===== config.mk =====
export PLATFORM = sky130hd
export DESIGN_NAME = cbm_issue_queue
export DESIGN_NICKNAME = d
export VERILOG_FILES = /design/src/rtl/cbm_pkg.sv /design/src/rtl/cbm_popcount.sv /design/src/rtl/cbm_issue_queue.sv
export SDC_FILE = /design/constraint.sdc
export NUM_CORES = 1
export LEC_CHECK = 0
export ABC_AREA = 1
export CORE_UTILIZATION = 45
export DETAILED_ROUTE_END_ITERATION = 7
export PLACE_DENSITY = 0.68
export RECOVER_POWER = 50
export SLEW_MARGIN = 20
export SYNTH_ARGS = -nofsm -noshare
export SYNTH_HDL_FRONTEND = slang
export SYNTH_SLANG_ARGS = --single-unit

===== constraint.sdc =====
create_clock -name clk_i -period 7.1 [get_ports clk_i]
set_clock_uncertainty 0.05 [all_clocks]
set_input_delay 2.13 -clock clk_i [delete_from_list [all_inputs] [get_ports clk_i]]
set_output_delay 2.13 -clock clk_i [all_outputs]
set_load 0.005 [all_outputs]

===== src/rtl/cbm_pkg.sv =====
// rtl/cbm_pkg.sv - shared widths, FSM encoding and request type for the CBM issue queue
//
// Contents:
//   XLEN, RD_W   operand and destination-index widths
//   PC_W         popcount result width (0..32 needs 6 bits)
//   cbm_state_e  dispatch FSM states IDLE / ISSUE / WAIT
//   cbm_req_t    queued request {a, b, rd}
package cbm_pkg;

  localparam int XLEN = 32;
  localparam int RD_W = 5;
  localparam int PC_W = 6;

  typedef enum logic [1:0] {
    ST_IDLE  = 2'd0,
    ST_ISSUE = 2'd1,
    ST_WAIT  = 2'd2
  } cbm_state_e;

  typedef struct packed {
    logic [XLEN-1:0] a;
    logic [XLEN-1:0] b;
    logic [RD_W-1:0] rd;
  } cbm_req_t;

endpackage


===== src/rtl/cbm_popcount.sv =====
// rtl/cbm_popcount.sv - combinational population count of a 32-bit word
//
// Ports:
//   val_i  in   32  word to count
//   cnt_o  out  6   number of set bits in val_i
module cbm_popcount
  import cbm_pkg::*;
(
  input  logic [XLEN-1:0] val_i,
  output logic [PC_W-1:0] cnt_o
);

  always_comb begin
    cnt_o = '0;
    for (int i = 0; i < XLEN; i++) begin
      cnt_o = cnt_o + PC_W'(val_i[i]);
    end
  end

endmodule


===== src/rtl/cbm_issue_queue.sv =====
// rtl/cbm_issue_queue.sv - request FIFO and single-outstanding dispatcher in front of the CBM
//
// Optional build macro: CBM_OPERAND_SWAP_EN (put the operand with fewer set bits on A).
//
// Ports:
//   clk_i, rst_i                  clock, synchronous active-high reset
//   req_valid_i / req_ready_o     issue-stage handshake; ready = !full
//   req_a_i, req_b_i, req_rd_i    request operands and destination index
//   flush_i                       drop every queued, not yet dispatched entry
//   cbm_start_o                   one-cycle start pulse to the CBM
//   cbm_op_a_o, cbm_op_b_o        registered operands, held until the next dispatch
//   cbm_rd_idx_o                  registered destination index
//   cbm_busy_i, cbm_done_i        CBM status / result-valid pulse
//   inflight_o                    a dispatched multiply has not completed
//   count_o                       number of queued entries (0..DEPTH)
module cbm_issue_queue
  import cbm_pkg::*;
#(
  parameter int DEPTH = 4,
  parameter int AW    = 2
) (
  input  logic            clk_i,
  input  logic            rst_i,
  input  logic            req_valid_i,
  output logic            req_ready_o,
  input  logic [XLEN-1:0] req_a_i,
  input  logic [XLEN-1:0] req_b_i,
  input  logic [RD_W-1:0] req_rd_i,
  input  logic            flush_i,
  output logic            cbm_start_o,
  output logic [XLEN-1:0] cbm_op_a_o,
  output logic [XLEN-1:0] cbm_op_b_o,
  output logic [RD_W-1:0] cbm_rd_idx_o,
  input  logic            cbm_busy_i,
  input  logic            cbm_done_i,
  output logic            inflight_o,
  output logic [AW:0]     count_o
);

  localparam logic [AW:0] FULL_CNT = (AW+1)'(DEPTH);

  cbm_req_t        mem_q [DEPTH];
  cbm_req_t        mem_d [DEPTH];
  logic [AW-1:0]   wptr_q, wptr_d;
  logic [AW-1:0]   rptr_q, rptr_d;
  logic [AW:0]     count_q, count_d;
  cbm_state_e      state_q, state_d;
  logic            start_q, start_d;
  logic            inflight_q, inflight_d;
  logic [XLEN-1:0] op_a_q, op_a_d;
  logic [XLEN-1:0] op_b_q, op_b_d;
  logic [RD_W-1:0] rd_q, rd_d;

  cbm_req_t        head;
  logic [XLEN-1:0] head_a;
  logic [XLEN-1:0] head_b;
  logic            full;
  logic            push;
  logic            pop;

  assign head = mem_q[rptr_q];

`ifdef CBM_OPERAND_SWAP_EN
  logic [PC_W-1:0] pc_a;
  logic [PC_W-1:0] pc_b;
  logic            swap;

  cbm_popcount u_pc_a (.val_i(head.a), .cnt_o(pc_a));
  cbm_popcount u_pc_b (.val_i(head.b), .cnt_o(pc_b));

  // CBM latency follows popcount(A); the low product word is commutative,
  // so the sparser operand goes on A. Ties keep the original order.
  assign swap   = (pc_b < pc_a);
  assign head_a = swap ? head.b : head.a;
  assign head_b = swap ? head.a : head.b;
`else
  assign head_a = head.a;
  assign head_b = head.b;
`endif

  always_comb begin
    full = (count_q == FULL_CNT);
    // Flush wins over a same-cycle push; there is no pop-to-free bypass when full.
    push = req_valid_i && !full && !flush_i;
    pop  = (state_q == ST_IDLE) && (count_q != '0) && !cbm_busy_i;

    mem_d = mem_q;
    if (push) begin
      mem_d[wptr_q] = '{a: req_a_i, b: req_b_i, rd: req_rd_i};
    end

    state_d = state_q;
    start_d = 1'b0;
    op_a_d  = op_a_q;
    op_b_d  = op_b_q;
    rd_d    = rd_q;
    case (state_q)
      ST_IDLE: begin
        if (pop) begin
          state_d = ST_ISSUE;
          start_d = 1'b1;
          op_a_d  = head_a;
          op_b_d  = head_b;
          rd_d    = head.rd;
        end
      end
      ST_ISSUE: state_d = ST_WAIT;
      ST_WAIT: begin
        if (cbm_done_i) begin
          state_d = ST_IDLE;
        end
      end
      default: state_d = ST_IDLE;
    endcase
    inflight_d = (state_d != ST_IDLE);

    // A pop coinciding with flush still dispatches: the head was read above.
    if (flush_i) begin
      wptr_d  = '0;
      rptr_d  = '0;
      count_d = '0;
    end else begin
      wptr_d  = wptr_q + AW'(push);
      rptr_d  = rptr_q + AW'(pop);
      count_d = count_q + (AW+1)'(push) - (AW+1)'(pop);
    end
  end

  always_ff @(posedge clk_i) begin
    mem_q <= mem_d;
    if (rst_i) begin
      wptr_q     <= '0;
      rptr_q     <= '0;
      count_q    <= '0;
      state_q    <= ST_IDLE;
      start_q    <= 1'b0;
      inflight_q <= 1'b0;
      op_a_q     <= '0;
      op_b_q     <= '0;
      rd_q       <= '0;
    end else begin
      wptr_q     <= wptr_d;
      rptr_q     <= rptr_d;
      count_q    <= count_d;
      state_q    <= state_d;
      start_q    <= start_d;
      inflight_q <= inflight_d;
      op_a_q     <= op_a_d;
      op_b_q     <= op_b_d;
      rd_q       <= rd_d;
    end
  end

  assign req_ready_o  = !full;
  assign cbm_start_o  = start_q;
  assign cbm_op_a_o   = op_a_q;
  assign cbm_op_b_o   = op_b_q;
  assign cbm_rd_idx_o = rd_q;
  assign inflight_o   = inflight_q;
  assign count_o      = count_q;

endmodule

# Word level (Yosys, flattened, before mapping)
# Cells that the tools add are included.
[totals]
input_bits = 75
wordCells = 58
output_inout_bits = 75
register_bits = 356
[op_classes]
n_bitwise = 3
order_cmp = 3
mux = 10
n_reduce_logical = 14
eq_ne = 3
n_addsub = 4
[ops]
columns = ["cell", "n"]
rows = [
  ["$bwmux W276", 1],
  ["$mux W69", 3],
  ["$bmux W69 S2", 1],
  ["$demux W69 S2", 1],
  ["$ge A3 B3 Y1 const B", 2],
  ["$not A2 Y3", 2],
  ["$pmux W2 S3", 1],
  ["$logic_and A1 B1 Y1", 5],
  ["$add A2 B1 Y2", 2],
  ["$mux W2", 2],
  ["$reduce_or A2 Y1", 2],
  ["$add A3 B1 Y3", 1],
  ["$eq A3 B3 Y1 const B", 1],
  ["$logic_not A1 Y1", 3],
  ["$lt A3 B1 Y1 const B", 1],
  ["$reduce_bool A3 Y1", 1],
  ["$sub A3 B1 Y3", 1],
  ["$eq A2 B1 Y1 const B", 1],
  ["$eq A2 B2 Y1 const B", 1],
  ["$logic_not A2 Y1", 1],
  ["$reduce_and A2 Y1", 1],
  ["$reduce_bool A2 Y1", 1],
  ["$mux W1", 1],
  ["$not A1 Y1", 1],
]

# Depth between registers and ports, before layout
# Gate-level depths: netlist (run 1).
[logic_depth]
ltp_word = 6
depth_mapped = 15
mapped_depth_nobuf = 13

# Worst setup path after synthesis (run 1)
# Ideal clock, no wire load.
[synth_path]
path_type = "input-to-reg"
startpoint = "in flush_i"
endpoint = "reg mem_q[100] in the netlist's numbering (enable)"
stages = 3
setup_ns = 0.581
path_slack_ns = -0.569
path_buffers = 0
arrival_ns = 7.038
path_cell_list = "inv_1 nand3_1 nor3_1"
[synth_via]
elab_chain_len = 2
[synth_lines]
columns = ["element", "line_no", "source"]
rows = [
  ["start, declared", "cbm_issue_queue.sv:29", "input logic flush_i,"],
  ["$logic_not A1 Y1", "cbm_issue_queue.sv:84", "push = req_valid_i && !full && !flush_i;"],
  ["$logic_and A1 B1 Y1", "cbm_issue_queue.sv:84", ""],
  ["end signal, assigned", "cbm_issue_queue.sv:130", "mem_q <= mem_d;"],
  ["end, declared", "cbm_issue_queue.sv:42", "cbm_req_t mem_q [DEPTH];"],
]
# Every way passes these cells.
# A chain may end at the register's enable or synchronous reset.

# Worst setup path after layout (run 1)
[layout_path]
startpoint = "in flush_i"
endpoint = "reg mem_q[170] in the netlist's numbering (enable)"
# Same word-level chain as after synthesis.

==> flow_summary.toml, run 1 <==
[pwr]
pwr-share-comb = 0.068
leakage_nw = 7.253
p_int_w = 0.003519
p_seq_frac = 0.522
p_clk_frac = 0.410
max-vdd-ir-drop_v = 0.0001528
power_switching_w = 0.0009465
pwr_density_cell_nw_per_um2 = 257.0
switching_share = 0.2120

[final_layout]
area_growth_pct = 20.22
instances_no_fill = 2088
layout_common_cells = "629 x nand2_1, 288 x nor2_1, 276 x edfxtp_1, 154 x inv_1, 79 x dfxtp_1"
layout_commonest_cell = "nand2_1"
final.fill_count = 2716
layout-drive-gt1-share = 0.04397
final_cell_area_um2 = 17380
utilization = 0.5507
nets = 1733

[critical_path]
worstPathRequired_ps = 7130
crit_slowest_cell = "clkbuf_1"
arrival_ps = 4680
endpoint_kind = "flop"
path_max_fanout = 31
slowest_delay_ps = 1460
cp-start-kind = "input port"
critPathKind = "input port to flop"
crit_chain = "dlygate4sd3_1, inv_1, nand3_1, nor3_2, clkbuf_1"

[logic_synthesis]
postSynthAreaPerCell_um2 = 9.522
synth_warnings = 0
synth.distinct_cells = 23
yosys.area_share.xor_xnor = 0.001212
ys_seq_area_frac = 0.6842
yosys.area_share.simple = 0.2425
synth.cell_area_um2 = 14450
ys_ff_latch = 356
synth_mux_area_frac = 0
synth_top_family_by_area = "simple AND/OR/NAND/NOR gates"
synth_nets = 1597
synth-compound-area-share = 0.0006925
synthAdderAreaFrac = 0.003982
postSynthCellCount = 1518

[place]
io_buffer_count = 149
placedInstanceArea_um2 = 16200
dp_slack_ps = 2278
hpwl_um = 15890
gp_congestion = 0.7453
dp_cells = 2015

[timing]
fmax_ghz = 0.2150
min_period_ps = 4651
fin_ws_ps = 2449
setup_viol = 0
rsz0062_at_grt = "false"
worst_pin_slew_ps = 2011
slew_viol_final = 62
finalCritPeriodShare = 0.6551
worst_slew_margin_rel = -0.3408
hold_viol = 0

[grt]
grt_start_max_net_pins = 111
grt_pass1_vias = 8974
grt_usage = 0.1753
overflow = 0
grt_pass1_wl_um = 45850
antenna_found_initial = 5

[routing]
avgRoutedWirePerCell_um = 13.51
drt-pass1-iter-count = 4
routed_wl_um = 28200
ant_nets = 0
drt_iter0_drc = 550
routed-via-count = 9513
vias_per_cell = 4.556
route.detailed.drc = 0

[floorplanning]
ios = 150
core_area_um2 = 31560
die_area_um2 = 32840
initial_core_util = 0.4580
rows = 65
fp.dieW_um = 181.2
dieHeight_um = 181.2

[clock_network]
cts.clk_slew.worst_paths_ps = 60
clock-sinks = 356
clkLatencyLatePin_ps = 510
cts_tree = "built"
h-tree-depth = 2
cts-resized-gates = 0
numCtsBuffers = 38
root_buffer = "clkbuf_16"
cts_setup_buffers = 0
cts_buffer_depth = 3
holdBufCountCts = 0

[outcome]
outcome = "finished with violations"
violations = "capacitance limit, slew limit"

[min_path]
hold_class = "flop to flop"

[flow_run]
drv_cap = 2
## routing by layer
metal / vias to the layer above / routed length [um] / GRT usage
li1: 4951 / - / -
met1: 4342 / 12600 / 0.2251
met2: 174 / 13870 / 0.3054
met3: 42 / 1252 / 0.03245
met4: 4 / 454 / 0.04339
met5: - / 24 / 0
## final cells by class
cell class | count | area [um^2] | area share
Sequential cell | 356 | 9893 | 0.5693
Multi-Input combinational cell | 936 | 3602 | 0.2073
Timing Repair Buffer | 163 | 1609 | 0.09260
Clock buffer | 58 | 1107 | 0.06372
Inverter | 159 | 599.3 | 0.03449
Tap cell | 402 | 503.0 | 0.02895
Clock inverter | 11 | 55.05 | 0.003168
Antenna cell | 3 | 7.507 | 0.0004320
## cell usage after synthesis
master      n  area share
ha_1        3      0.0026
buf_2      50       0.017
dfxtp_1    80        0.11
o21ai_0     1     0.00035
edfxtp_1  276        0.57
nand2_2     1     0.00043
clkinv_1    1     0.00026
buf_6       8      0.0062
nor2_2      1     0.00043
inv_2       3     0.00078
nand3b_1    1     0.00052
nand4_1     1     0.00043
inv_1     155       0.040
nand2_1   629        0.16
buf_4       1     0.00052
nor3_1      4      0.0014
xnor2_1     1     0.00061
clkbuf_1    8      0.0021
nor2_1    287       0.075
nand3_1     4      0.0014
xor2_1      1     0.00061
fa_1        1      0.0014
a21oi_1     1     0.00035
## metrics by stage
step | TNS [ps] | hold slack, ps | total power, W
3_5_place_dp | 0 | 454.9 | 0.002690
5_1_grt | 0 | 489.4 | 0.004639
3_3_place_gp | 0 | 450.1 | 0.002681
6_report | 0 | 461.6 | 0.004466
4_1_cts | 0 | 463.0 | 0.004523
2_1_floorplan | -157070 | 449.1 | 0.002538
## sequential cells by signal, summed over array words and instances (netlist names)
register / cells
mem_q: 276
cbm_op_a_o: 32
cbm_op_b_o: 32
cbm_rd_idx_o: 5
count_o: 3
rptr_q: 2
state_q: 2
wptr_q: 2
cbm_start_o: 1
inflight_o: 1
## final timing paths
check | slack, ps | from | end | depth (start not counted)
worst max-delay path | 2450 | flush_i | mem_q[170]$_DFFE_PP_ | 5
worst min-delay path | 460 | cbm_op_a_o[15]$_SDFFE_PP0P_ | cbm_op_a_o[15]$_SDFFE_PP0P_ | 4
worst max register to register | 4120 | count_o[1]$_SDFF_PP0_ | mem_q[170]$_DFFE_PP_ | 5
worst min register to register | 460 | cbm_op_a_o[15]$_SDFFE_PP0P_ | cbm_op_a_o[15]$_SDFFE_PP0P_ | 4
## worst max-delay path: cells and delay by family
kind / cells / cell delay [ps]
buffers and inverters: 3 / 2070
and+or+nand+nor: 2 / 460
## cell families after synthesis
| kind of cell | Yosys count |
|---|---|
| AND/OR/NAND/NOR | 928 |
| buffers and inverters | 226 |
| flip-flops | 356 |
| XOR/XNOR | 2 |
| adder cells (fa/ha/maj) | 4 |
| AO/OA/AOI/OAI | 2 |
## power groups by stage
stage | sequential (W) | combinational [W] | clock [W]
after detailed placement | 0.00238 | 0.000313 | 0
after global routing | 0.00234 | 0.000346 | 0.00196
final | 0.00233 | 0.000303 | 0.00183
after global placement | 0.00237 | 0.000306 | 0
after floorplan | 0.00238 | 0.000162 | 0
after CTS | 0.00233 | 0.000316 | 0.00187
Note: power is estimated with default switching activity, not from simulation.
==> inputs of run 2 (changes only) <==
Clock period 7.1 ns to 3.9 ns, I/O delays scaled along.
==> run 2 against run 1 <==
The flow still finishes with violations (capacitance limit, slew limit). Routed wire length is 0.79% higher. Critical endpoint is now cbm_op_a_o[12]$_SDFFE_PP0P_. Register-to-register slack worse by 2700 ps. Hold slack better by 1.6 ps. Core utilization is 0.70 points higher. Sequential power is 82% higher. Critical path type unchanged. Highest routed layer unchanged. Clock-buffer cell count is 7 lower. Critical path depth is 1 higher. Flip-flop and latch count stayed put. Setup slack worse by 1700 ps.
==> flow_summary.toml, run 2 (synthesis gave the netlist of run 1 again) <==
[pwr]
fin_total_pwr_w = 0.008450
max-vdd-ir-drop_v = 0.0002893
leakage_nw = 7.331
pwr_density_cell_nw_per_um2 = 480.1

[timing]
fin_ws_ps = 760.1
rsz0062_at_grt = "false"
finalCritPeriodShare = 0.8051
hold_viol = 0
setup_viol = 0
fmax_ghz = 0.3185
min_period_ps = 3140
hold_slack_ps = 463.2
worst_pin_slew_ps = 1648
slew_viol_final = 143
worst_slew_margin_rel = -0.09836

[routing]
avgRoutedWirePerCell_um = 13.58
route.detailed.drc = 0
vias_per_cell = 4.545
ant_nets = 0
drt-pass1-iter-count = 5
routed_wl_um = 28430
routed-via-count = 9513
drt_iter0_drc = 608

[final_layout]
instances_no_fill = 2093
layout-drive-gt1-share = 0.04866
layout_common_cells = "629 x nand2_1, 288 x nor2_1, 276 x edfxtp_1, 154 x inv_1, 79 x dfxtp_1"
layout_commonest_cell = "nand2_1"
area_growth_pct = 21.75
nets = 1734
final_cell_area_um2 = 17600
largest_reg_flops = 276
largest-register = "mem_q"

[clock_network]
clock-sinks = 356
root_buffer = "clkbuf_16"
h-tree-depth = 2
holdBufCountCts = 0
cts_buffer_depth = 3
cts.clk_slew.worst_paths_ps = 60
clkLatencyLatePin_ps = 510
cts-resized-gates = 0
cts_setup_buffers = 0
numCtsBuffers = 38
cts_tree = "built"

[grt]
grt_pass1_wl_um = 45950
antenna_found_initial = 7
grt_usage = 0.1761
grt_pass1_vias = 9026
overflow = 0
grt_start_max_net_pins = 143

[critical_path]
path_max_fanout = 142
critPathKind = "input port to flop"
worstPathRequired_ps = 4250
cp-start-kind = "input port"
endpoint_kind = "flop"
arrival_ps = 3490

[place]
dp_cells = 2017
io_buffer_count = 149
hpwl_um = 15910
gp_congestion = 0.7500
placedInstanceArea_um2 = 16330
dp_slack_ps = 688.6

[floorplanning]
initial_core_util = 0.4580
core_area_um2 = 31560
fp.dieW_um = 181.2
dieHeight_um = 181.2
rows = 65
ios = 150
die_area_um2 = 32840

[flow_run]
drv_cap = 1

[min_path]
hold_class = "flop to flop"

[outcome]
outcome = "finished with violations"
violations = "capacitance limit, slew limit"
[run 2: path summary, 6_finish.rpt]
check	endpoint	cells past startpoint	start	slack, ps
worst min-delay path	cbm_op_b_o[13]$_SDFFE_PP0P_	4	cbm_op_b_o[13]$_SDFFE_PP0P_	460
worst min register to register	cbm_op_b_o[13]$_SDFFE_PP0P_	4	cbm_op_b_o[13]$_SDFFE_PP0P_	460
worst max-delay path	cbm_op_a_o[12]$_SDFFE_PP0P_	6	cbm_busy_i	760
worst max register to register	cbm_op_a_o[9]$_SDFFE_PP0P_	7	count_o[1]$_SDFF_PP0_	1400
[run 2: layer usage]
| layer | GRT usage | part of all wire | vias up |
|---|---|---|---|
| met4 | 0.06068 | 0.022 | 2 |
| met1 | 0.2259 | 0.45 | 4319 |
| met2 | 0.3006 | 0.48 | 188 |
| li1 | - | - | 4954 |
| met5 | 0 | 0.00049 | - |
| met3 | 0.03084 | 0.049 | 50 |
[run 2: report_power, final]
group,total [W],internal [W],switching (W)
logic,0.000574,0.000266,0.000309
registers,0.00424,0.00419,0.0000439
clock network,0.00364,0.00222,0.00141
total,0.00845,0.00668,0.00177
[run 2: through the flow]
stage          utilization  setup TNS [ps]
6_report            0.5577               0
5_1_grt             0.5575               0
4_1_cts             0.5580               0
3_5_place_dp        0.5174               0
3_3_place_gp        0.5174               0
2_1_floorplan            -         -205150
[run 2: final cells by class]
type,instances,area [um^2]
Multi-Input combinational cell,936,3626
Sequential cell,356,9893
Timing Repair Buffer,164,1679
Inverter,159,599.3
Fill cell,2724,13960
Tap cell,402,503.0
Antenna cell,6,15.01
Clock inverter,19,197.7
Clock buffer,51,1085
[run 2: worst max-delay path, stage by stage]
cell and delay [ps]:
dlygate4sd3_1 540, nor2_1 270, nand2_4 70, clkbuf_4 810
nor2_1 460, nor2_1 60
==> inputs of run 3 (changes only) <==
Settings changed: PLACE_DENSITY 0.68 to 0.66.
Clock period 3.9 ns to 3.05 ns, I/O delays scaled along.
==> run 3 against run 2 <==
The flow now finishes without violations. Clock-buffer cell count grew 11. Core utilization is 0.099 points higher. Final cell count barely moved. Critical endpoint is now mem_q[34]$_DFFE_PP_. Routed wire length fell by 1.1%. Clock power up 22%. Highest routed layer unchanged. Setup slack lost 330 ps.
==> flow_summary.toml, run 3 (synthesis gave the netlist of run 1 again) <==
[critical_path]
crit_slowest_cell = "dlygate4sd3_1"
worstPathRequired_ps = 3180
reg2reg_from = "rptr_q[0]$_SDFF_PP0_"
crit_chain = "dlygate4sd3_1, inv_12, nand3_4, clkbuf_1, nor3_4, buf_12"
cp_top_family = "buffers and inverters"
arrival_ps = 2750
critPathKind = "input port to flop"
slowest_delay_ps = 660
endpoint_kind = "flop"
critical_path_buf_inv_count = 4
cp-start-kind = "input port"
crit_path_start = "flush_i"
path_max_fanout = 45

[final_layout]
multiInputGateArea_um2 = 3650
instances_no_fill = 2094
nets = 1738
area_growth_pct = 21.97
layout_commonest_cell = "nand2_1"
final-seq-area_um2 = 9893
utilization = 0.5587
final.fill_count = 2691
layout-drive-gt1-share = 0.04793
layout_common_cells = "629 x nand2_1, 288 x nor2_1, 276 x edfxtp_1, 153 x inv_1, 79 x dfxtp_1"
largest-register = "mem_q"
largest_reg_flops = 276

[routing]
routed_wl_um = 28100
route.detailed.drc = 0
avgRoutedWirePerCell_um = 13.42
drt_iter0_drc = 527
vias_per_cell = 4.540
drt-pass1-iter-count = 5
routed-via-count = 9506
ant_nets = 0

[timing]
slew_viol_final = 0
setup_viol = 0
hold_slack_ps = 461.1
fin_ws_ps = 428.5
hold_viol = 0
worst_pin_slew_ps = 1318
fmax_ghz = 0.3815
finalCritPeriodShare = 0.8595
worst_slew_margin_rel = 0.1216
final.setup.tns_ps = 0
min_period_ps = 2622
rsz0062_at_grt = "false"

[clock_network]
cts_setup_buffers = 0
clkLatencyLatePin_ps = 520
h-tree-depth = 2
clock-sinks = 356
holdBufCountCts = 0
root_buffer = "clkbuf_16"
cts-resized-gates = 0
cts_buffer_depth = 3
numCtsBuffers = 39
cts.clk_slew.worst_paths_ps = 50
cts_tree = "built"

[grt]
grt_usage = 0.1762
grt_pass1_vias = 9031
overflow = 0
grt_pass1_wl_um = 45800
antenna_found_initial = 6
grt_start_max_net_pins = 143

[floorplanning]
initial_core_util = 0.4580
rows = 65
core_area_um2 = 31560
die_area_um2 = 32840
fp.dieW_um = 181.2
ios = 150
dieHeight_um = 181.2

[place]
io_buffer_count = 149
hpwl_um = 15390
dp_cells = 2020
dp_slack_ps = 45.72
gp_congestion = 0.7096

[min_path]
hp-start = "cbm_op_b_o[14]$_SDFFE_PP0P_"
hold_class = "flop to flop"

[pwr]
leakage_nw = 7.320
pwr_density_cell_nw_per_um2 = 600.9
max-vdd-ir-drop_v = 0.0004126

[outcome]
outcome = "complete, no violations"

[flow_run]
drv_cap = 0
==> run 3: cell type report <==
type                       count  area share
antenna                        2   0.0002839
clock buffer                  62     0.06380
clock inverter                10    0.005323
inverter                     159     0.03471
multi-input combinational    936      0.2070
sequential                   356      0.5612
tap                          402     0.02853
timing repair buffer         167     0.09915
==> run 3: path summary, 6_finish.rpt <==
check / end / slack (ps) / cells after the start
worst min register to register: cbm_op_b_o[14]$_SDFFE_PP0P_ / 460 / 4
worst max register to register: cbm_op_a_o[1]$_SDFFE_PP0P_ / 650 / 7
worst min-delay path: cbm_op_b_o[14]$_SDFFE_PP0P_ / 460 / 4
worst max-delay path: mem_q[34]$_DFFE_PP_ / 430 / 6
==> run 3: layer usage <==
layer / track usage / routed length, um / vias to the layer above
met4: 0.04644 / 524 / 10
met5: 0 / 56 / -
met1: 0.2337 / 12770 / 4307
met3: 0.03588 / 1436 / 46
li1: - / - / 4957
met2: 0.2949 / 13320 / 186
==> run 3: worst register-to-register path, stage by stage, from the launching register on <==
cell and delay, ps:
dfxtp_4 580, clkbuf_4 1040, nor2_1 240, nor2_1 120, nand2_1 60, nand2_1 70
nor2_1 40, nor2_1 120
==> run 3: through the flow <==
stage	instance area [um^2]	total power, W
after floorplan	14520	0.005907
after global placement	16420	0.006268
after detailed placement	16420	0.006285
after CTS	17640	0.01072
after global routing	17630	0.01101
final	17630	0.01059
==> run 3: power breakdown <==
group	total (W)	switching (W)	internal, W
Sequential	0.00542	0.0000611	0.00536
Clock	0.00444	0.00181	0.00263
Combinational	0.000732	0.000392	0.000340
